==> config.mk <==
export PLATFORM = sky130hd
export DESIGN_NAME = dmem_arbiter_flat
export DESIGN_NICKNAME = d
export VERILOG_FILES = /design/src/rtl/dmem_pkg.sv /design/src/rtl/dmem_arbiter_if.sv /design/src/rtl/rr_arbiter2.sv /design/src/rtl/dmem_arbiter.sv /design/src/flat_wrapper.sv
export SDC_FILE = /design/constraint.sdc
export NUM_CORES = 1
export LEC_CHECK = 0
export ABC_AREA = 1
export CAP_MARGIN = 25
export CORE_AREA = 2 2 116 118
export CTS_CLUSTER_SIZE = 40
export DETAILED_ROUTE_END_ITERATION = 10
export DIE_AREA = 0 0 118 120
export GPL_TIMING_DRIVEN = 0
export PLACE_DENSITY = 0.86
export SYNTH_ARGS = -nofsm -noshare
export SYNTH_HDL_FRONTEND = slang
export SYNTH_SLANG_ARGS = --single-unit
==> constraint.sdc <==
create_clock -name clk -period 4.9 [get_ports clk]
set_clock_uncertainty 0.05 [all_clocks]
set_input_delay 1.47 -clock clk [delete_from_list [all_inputs] [get_ports clk]]
set_output_delay 1.47 -clock clk [all_outputs]
set_load 0.02 [all_outputs]
==> src/rtl/dmem_pkg.sv <==
// dmem_pkg: shared constants and response type for the data-memory arbiter
package dmem_pkg;
  localparam int DMEM_DEPTH = 1024;
  localparam int DMEM_AW = 32;
  localparam int DMEM_DW = 32;
  localparam bit PORT_CPU = 1'b0;
  localparam bit PORT_AUX = 1'b1;
  typedef struct packed {
    logic rvalid;
    logic err;
    logic [DMEM_DW-1:0] rdata;
  } resp_t;
endpackage

==> src/rtl/dmem_arbiter_if.sv <==
// dmem_arbiter_if: one requester port of the data-memory arbiter
interface dmem_arbiter_if #(parameter int AW = 32, parameter int DW = 32);
  logic req;
  logic we;
  logic [AW-1:0] addr;
  logic [DW-1:0] wdata;
  logic gnt;
  logic rvalid;
  logic err;
  logic [DW-1:0] rdata;
  modport master(output req, we, addr, wdata, input gnt, rvalid, err, rdata);
  modport slave(input req, we, addr, wdata, output gnt, rvalid, err, rdata);
endinterface

==> src/rtl/rr_arbiter2.sv <==
// rr_arbiter2: two-way round-robin arbiter, ties go to the port not served last
module rr_arbiter2
  import dmem_pkg::*;
(
  input  logic       clk,
  input  logic       rst,
  input  logic [1:0] req,
  output logic [1:0] gnt,
  output logic       last
);
  assign gnt[0] = rst & req[0] & (~req[1] | last);
  assign gnt[1] = rst & req[1] & (~req[0] | ~last);
  // remember the most recently granted port; reset favours port 0 on the first tie
  always_ff @(posedge clk)
    if (!rst) last <= PORT_AUX;
    else if (|gnt) last <= gnt[1] ? PORT_AUX : PORT_CPU;
endmodule

==> src/rtl/dmem_arbiter.sv <==
// dmem_arbiter: shares one data memory between the CPU port and an auxiliary port
module dmem_arbiter
  import dmem_pkg::*;
#(
  parameter int DEPTH = DMEM_DEPTH,
  parameter int AW = DMEM_AW,
  parameter int DW = DMEM_DW
) (
  input  logic          clk,
  input  logic          rst,
  dmem_arbiter_if.slave p0,
  dmem_arbiter_if.slave p1,
  output logic          mem_we,
  output logic [AW-1:0] mem_a,
  output logic [DW-1:0] mem_wd,
  input  logic [DW-1:0] mem_rd
);
  logic [1:0] gnt;
  logic last, ir0, ir1;
  resp_t r0, r1;
  assign ir0 = p0.addr < AW'(DEPTH);
  assign ir1 = p1.addr < AW'(DEPTH);
  rr_arbiter2 u_rr (
    .clk(clk),
    .rst(rst),
    .req({p1.req, p0.req}),
    .gnt(gnt),
    .last(last)
  );
  assign p0.gnt = gnt[0];
  assign p1.gnt = gnt[1];
  assign mem_a = gnt[1] ? p1.addr : p0.addr;
  assign mem_wd = gnt[1] ? p1.wdata : p0.wdata;
  assign mem_we = rst & (gnt[1] ? p1.we & ir1 : gnt[0] & p0.we & ir0);
  // one-cycle response per grant; an idle port keeps its last err/rdata
  always_ff @(posedge clk)
    if (!rst) begin
      r0 <= '0;
      r1 <= '0;
    end else begin
      r0.rvalid <= gnt[0];
      r1.rvalid <= gnt[1];
      if (gnt[0]) begin
        r0.err <= ~ir0;
        r0.rdata <= (~p0.we & ir0) ? mem_rd : '0;
      end
      if (gnt[1]) begin
        r1.err <= ~ir1;
        r1.rdata <= (~p1.we & ir1) ? mem_rd : '0;
      end
    end
  assign p0.rvalid = r0.rvalid;
  assign p0.err = r0.err;
  assign p0.rdata = r0.rdata;
  assign p1.rvalid = r1.rvalid;
  assign p1.err = r1.err;
  assign p1.rdata = r1.rdata;
  a_last0: assert property (@(posedge clk) disable iff (!rst) gnt[0] |=> !last);
  a_last1: assert property (@(posedge clk) disable iff (!rst) gnt[1] |=> last);
endmodule

==> src/flat_wrapper.sv <==
// flat-port wrapper written by rule: the top's interface ports become plain ports
module dmem_arbiter_flat import dmem_pkg::*;
#(
  parameter int DEPTH = DMEM_DEPTH,
  parameter int AW = DMEM_AW,
  parameter int DW = DMEM_DW
)
  (clk, rst, mem_we, mem_a, mem_wd, mem_rd, p0_req, p0_we, p0_addr, p0_wdata, p0_gnt, p0_rvalid, p0_err, p0_rdata, p1_req, p1_we, p1_addr, p1_wdata, p1_gnt, p1_rvalid, p1_err, p1_rdata);
  dmem_arbiter_if #(.AW(AW), .DW(DW)) p0_i ();
  dmem_arbiter_if #(.AW(AW), .DW(DW)) p1_i ();
  input  logic clk;
  input  logic rst;
  output logic mem_we;
  output logic [AW-1:0] mem_a;
  output logic [DW-1:0] mem_wd;
  input  logic [DW-1:0] mem_rd;
  input wire logic [$bits(p0_i.req)-1:0] p0_req;
  input wire logic [$bits(p0_i.we)-1:0] p0_we;
  input wire logic [$bits(p0_i.addr)-1:0] p0_addr;
  input wire logic [$bits(p0_i.wdata)-1:0] p0_wdata;
  output wire logic [$bits(p0_i.gnt)-1:0] p0_gnt;
  output wire logic [$bits(p0_i.rvalid)-1:0] p0_rvalid;
  output wire logic [$bits(p0_i.err)-1:0] p0_err;
  output wire logic [$bits(p0_i.rdata)-1:0] p0_rdata;
  input wire logic [$bits(p1_i.req)-1:0] p1_req;
  input wire logic [$bits(p1_i.we)-1:0] p1_we;
  input wire logic [$bits(p1_i.addr)-1:0] p1_addr;
  input wire logic [$bits(p1_i.wdata)-1:0] p1_wdata;
  output wire logic [$bits(p1_i.gnt)-1:0] p1_gnt;
  output wire logic [$bits(p1_i.rvalid)-1:0] p1_rvalid;
  output wire logic [$bits(p1_i.err)-1:0] p1_err;
  output wire logic [$bits(p1_i.rdata)-1:0] p1_rdata;
  assign p0_i.req = p0_req;
  assign p0_i.we = p0_we;
  assign p0_i.addr = p0_addr;
  assign p0_i.wdata = p0_wdata;
  assign p0_gnt = p0_i.gnt;
  assign p0_rvalid = p0_i.rvalid;
  assign p0_err = p0_i.err;
  assign p0_rdata = p0_i.rdata;
  assign p1_i.req = p1_req;
  assign p1_i.we = p1_we;
  assign p1_i.addr = p1_addr;
  assign p1_i.wdata = p1_wdata;
  assign p1_gnt = p1_i.gnt;
  assign p1_rvalid = p1_i.rvalid;
  assign p1_err = p1_i.err;
  assign p1_rdata = p1_i.rdata;
  dmem_arbiter #(.DEPTH(DEPTH), .AW(AW), .DW(DW)) u_core (.clk(clk), .rst(rst), .p0(p0_i), .p1(p1_i), .mem_we(mem_we), .mem_a(mem_a), .mem_wd(mem_wd), .mem_rd(mem_rd));
endmodule
==> results of run 1 <==
[where the power goes]
group	leakage [nW]	total, mW	internal [mW]	switching (mW)
Clock	0.166	0.765	0.513	0.252
Sequential	0.557	0.566	0.564	0.00144
Combinational	2.60	0.425	0.208	0.217
[routing by layer]
layer	routed length (um)	global-route usage
met1	7720	0.315
met2	9280	0.453
met3	2120	0.0922
met4	601	0.0911
met5	0	0
[layout by cell type, fill, tap and decap left out, types with 9 or more instances in the layout]
master,netlist,layout
dlymetal6s2s_1,0,10
buf_4,4,14
clkbuf_16,0,9
buf_2,22,12
nand2_1,269,269
a21oi_1,66,66
dlygate4sd2_1,0,50
clkbuf_1,23,20
nand4_1,65,65
inv_1,35,35
clkdlybuf4s50_1,0,236
nor2_1,90,88
dfxtp_1,69,69
[flip-flops by register name, indices dropped and copies added, names as in the netlist]
signal            count
u_core.p1.err         1
u_core.u_rr.last      1
u_core.p0.rvalid      1
u_core.p0.err         1
u_core.p1.rvalid      1
u_core.p1.rdata      32
u_core.p0.rdata      32
[what timing repair did]
action / CTS / global route
pin swaps: 0 / 1
endpoints found under the hold margin: 0 / 0
resized for setup: 70 / 15
setup endpoints to repair: 66 / 20
hold buffers: 0 / 0
buffers inserted: 0 / 0
[area by class of cell]
type	count	area [sq um]	share of cell area
Timing Repair Buffer	298	2940	0.390
Multi-Input combinational cell	501	2200	0.292
Sequential cell	69	1380	0.184
Buffer	52	279	0.0371
Clock buffer	11	243	0.0323
Tap cell	176	220	0.0293
Inverter	39	146	0.0195
Clock inverter	5	106	0.0141
Antenna cell	4	10.0	0.00133
[kinds of logic (layout without fill, tap and decap cells)]
| logic type | count (synthesis) | count (layout) |
|---|---|---|
| other cells | 0 | 4 |
| simple gates | 431 | 431 |
| compound gates | 70 | 70 |
| buf+inv | 91 | 405 |
| flops | 69 | 69 |
[worst paths after layout]
kind	startpoint	to	slack [ns]	depth (start not counted)
worst min-delay path	u_core.p0.rdata[19]	u_core.p0.rdata[19]	0.41	2
worst min register to register	u_core.p0.rdata[19]	u_core.p0.rdata[19]	0.41	2
worst max register to register	u_core.u_rr.last	u_core.p1.rdata[4]	3.44	6
worst max-delay path	p0_req	mem_a[7]	0.12	9
[worst reg2reg max path, cell delays in order (launching register included)]
cell	delay (ns)
dfxtp_1	0.31
nand2_1	0.12
nand3_4	0.12
nor2_4	0.25
clkbuf_4	0.27
nand4_1	0.12
a21oi_1	0.15
==> metrics.yaml, run 1 <==
clock_tree:
  clock-sinks: 69
  clk_latency_ns: 0.33
  path_clk_slew_ns: 0.05
  cts_buffers: 9
  h-tree-depth: 3
  cts_tree: "built"
  cts-root-buf: "clkbuf_16"
  cts_buffer_depth: 2
worst_hold_path:
  hold_path.class: "reg -> reg"
finish:
  drive_gt1_frac: 0.0595
  fin_nets: 1136
  area_growth_pct: 90.2
  design_area_sq_um: 7520
  instances_no_fill: 1155
  fin_util: 0.579
  fillers: 1291
routing:
  first_pass_iters: 6
  wl_per_cell_um: 17.1
  drc: 0
  drt_wl_total_um: 19700
  drtIter0Drc: 444
  vias: 5554
  vias_per_cell: 4.81
  ant_nets: 0
synthesis:
  synth_commonest_cells: "269 x nand2_1, 90 x nor2_1, 69 x dfxtp_1"
  synth_top_family_by_area: "simple AND/OR/NAND/NOR gates"
  synth-main-ff-cell: "dfxtp_1"
  ys_seq_area_frac: 0.349
  synth_cells: 661
  yosysMostFrequentCell: "nand2_1"
  synth_fa_ha_area_frac: 0
  synthArstFlopShare: 0
  synth_nets: 827
  synthXorXnorAreaFrac: 0
  synthTopCellsByArea: "dfxtp_1 35%, nand2_1 26%, nand4_1 10%"
  synthMuxAreaShare: 0
  yosysTopAreaCell: "dfxtp_1"
  synth_area_sq_um: 3950
  synthSimpleGateAreaFrac: 0.461
  ys_warn_count: 0
  synth_cell_type_count: 22
  synth_top_area_frac: 0.349
  syn_area_per_cell_sq_um: 5.98
  ys_ff_latch: 69
  synth_compound_area_frac: 0.0899
  synth_edf_count: 0
power_and_ir_drop:
  ir_drop_uv: 226
  power_density_nw_per_um2: 233
  p_leak_nw: 3.32
  finalPower_mw: 1.76
global_route:
  grt_usage: 0.267
  grt_max_degree: 13
  overflow: 0
  grt_pass1_wl_um: 29200
  antenna_found_initial: 4
  grt_pass1_vias: 5196
critical_path:
  crit_chain: "clkdlybuf4s50_1 -> nand2_1 -> nand3_4 -> inv_2 -> buf_4 -> buf_4 -> nand2_1 -> nand2_1 -> dlygate4sd2_1"
  crit_family: "buffers and inverters"
  slowest_delay_ns: 0.45
  arrival_ns: 3.26
  crit_buf_inv: 5
  crit_required_ns: 3.38
  cp_slowest_cell: "clkdlybuf4s50_1"
  worst-path-max-fanout: 10
  critPathKind: "in -> out"
  cpMostUsedCell: "nand2_1"
  worstSetupStartpointType: "input port"
  endpoint_kind: "output pin"
sta:
  fin_crit_ns: 4.78
  max_slew_margin: 0.586
  finalSetupViolations: 0
  rsz0062_at_grt: "no"
  setup_slack_ns: 0.116
  finalCritPeriodShare: 0.976
  fmax_mhz: 209
  hold_ws_ns: 0.413
  finalHoldViolations: 0
  tightest_slew_ns: 0.618
  finalSetupTns_ns: 0
  maxSlewViolCount: 0
placed_design:
  post_dp_cell_area_sq_um: 7160
  dpl.hpwl_um: 16000
  dp_slack_ns: -0.535
  dpl.cell_count: 1135
  gp_congestion: 0.967
  port_buffers: 298
floorplan:
  placementRows: 42
  design.core.area_sq_um: 13000
  die_area_sq_um: 14200
  ioPinCount: 301
  die_w_um: 118
  start_util: 0.305
  die_h_um: 120
run:
  drv_cap: 0
status:
  status: "finished, final reports clean"
(Power assumes the default switching activity.)
==> run 2: changes to the inputs <==
--- a/config.mk
+++ b/config.mk
@@ -13,6 +13,7 @@
 export DIE_AREA = 0 0 118 120
 export GPL_TIMING_DRIVEN = 0
 export PLACE_DENSITY = 0.86
+export SLEW_MARGIN = 5
 export SYNTH_ARGS = -nofsm -noshare
 export SYNTH_HDL_FRONTEND = slang
 export SYNTH_SLANG_ARGS = --single-unit
==> results of run 2 <==
No change in the layout: final DEF, timing and power equal those of run 1.
==> run 3: changes to the inputs <==
--- a/config.mk
+++ b/config.mk
@@ -12,6 +12,7 @@
 export DETAILED_ROUTE_END_ITERATION = 10
 export DIE_AREA = 0 0 118 120
 export GPL_TIMING_DRIVEN = 0
+export HOLD_SLACK_MARGIN = 0.06
 export PLACE_DENSITY = 0.86
 export SLEW_MARGIN = 5
 export SYNTH_ARGS = -nofsm -noshare
==> results of run 3 <==
No change in the layout: final DEF, timing and power equal those of run 1.
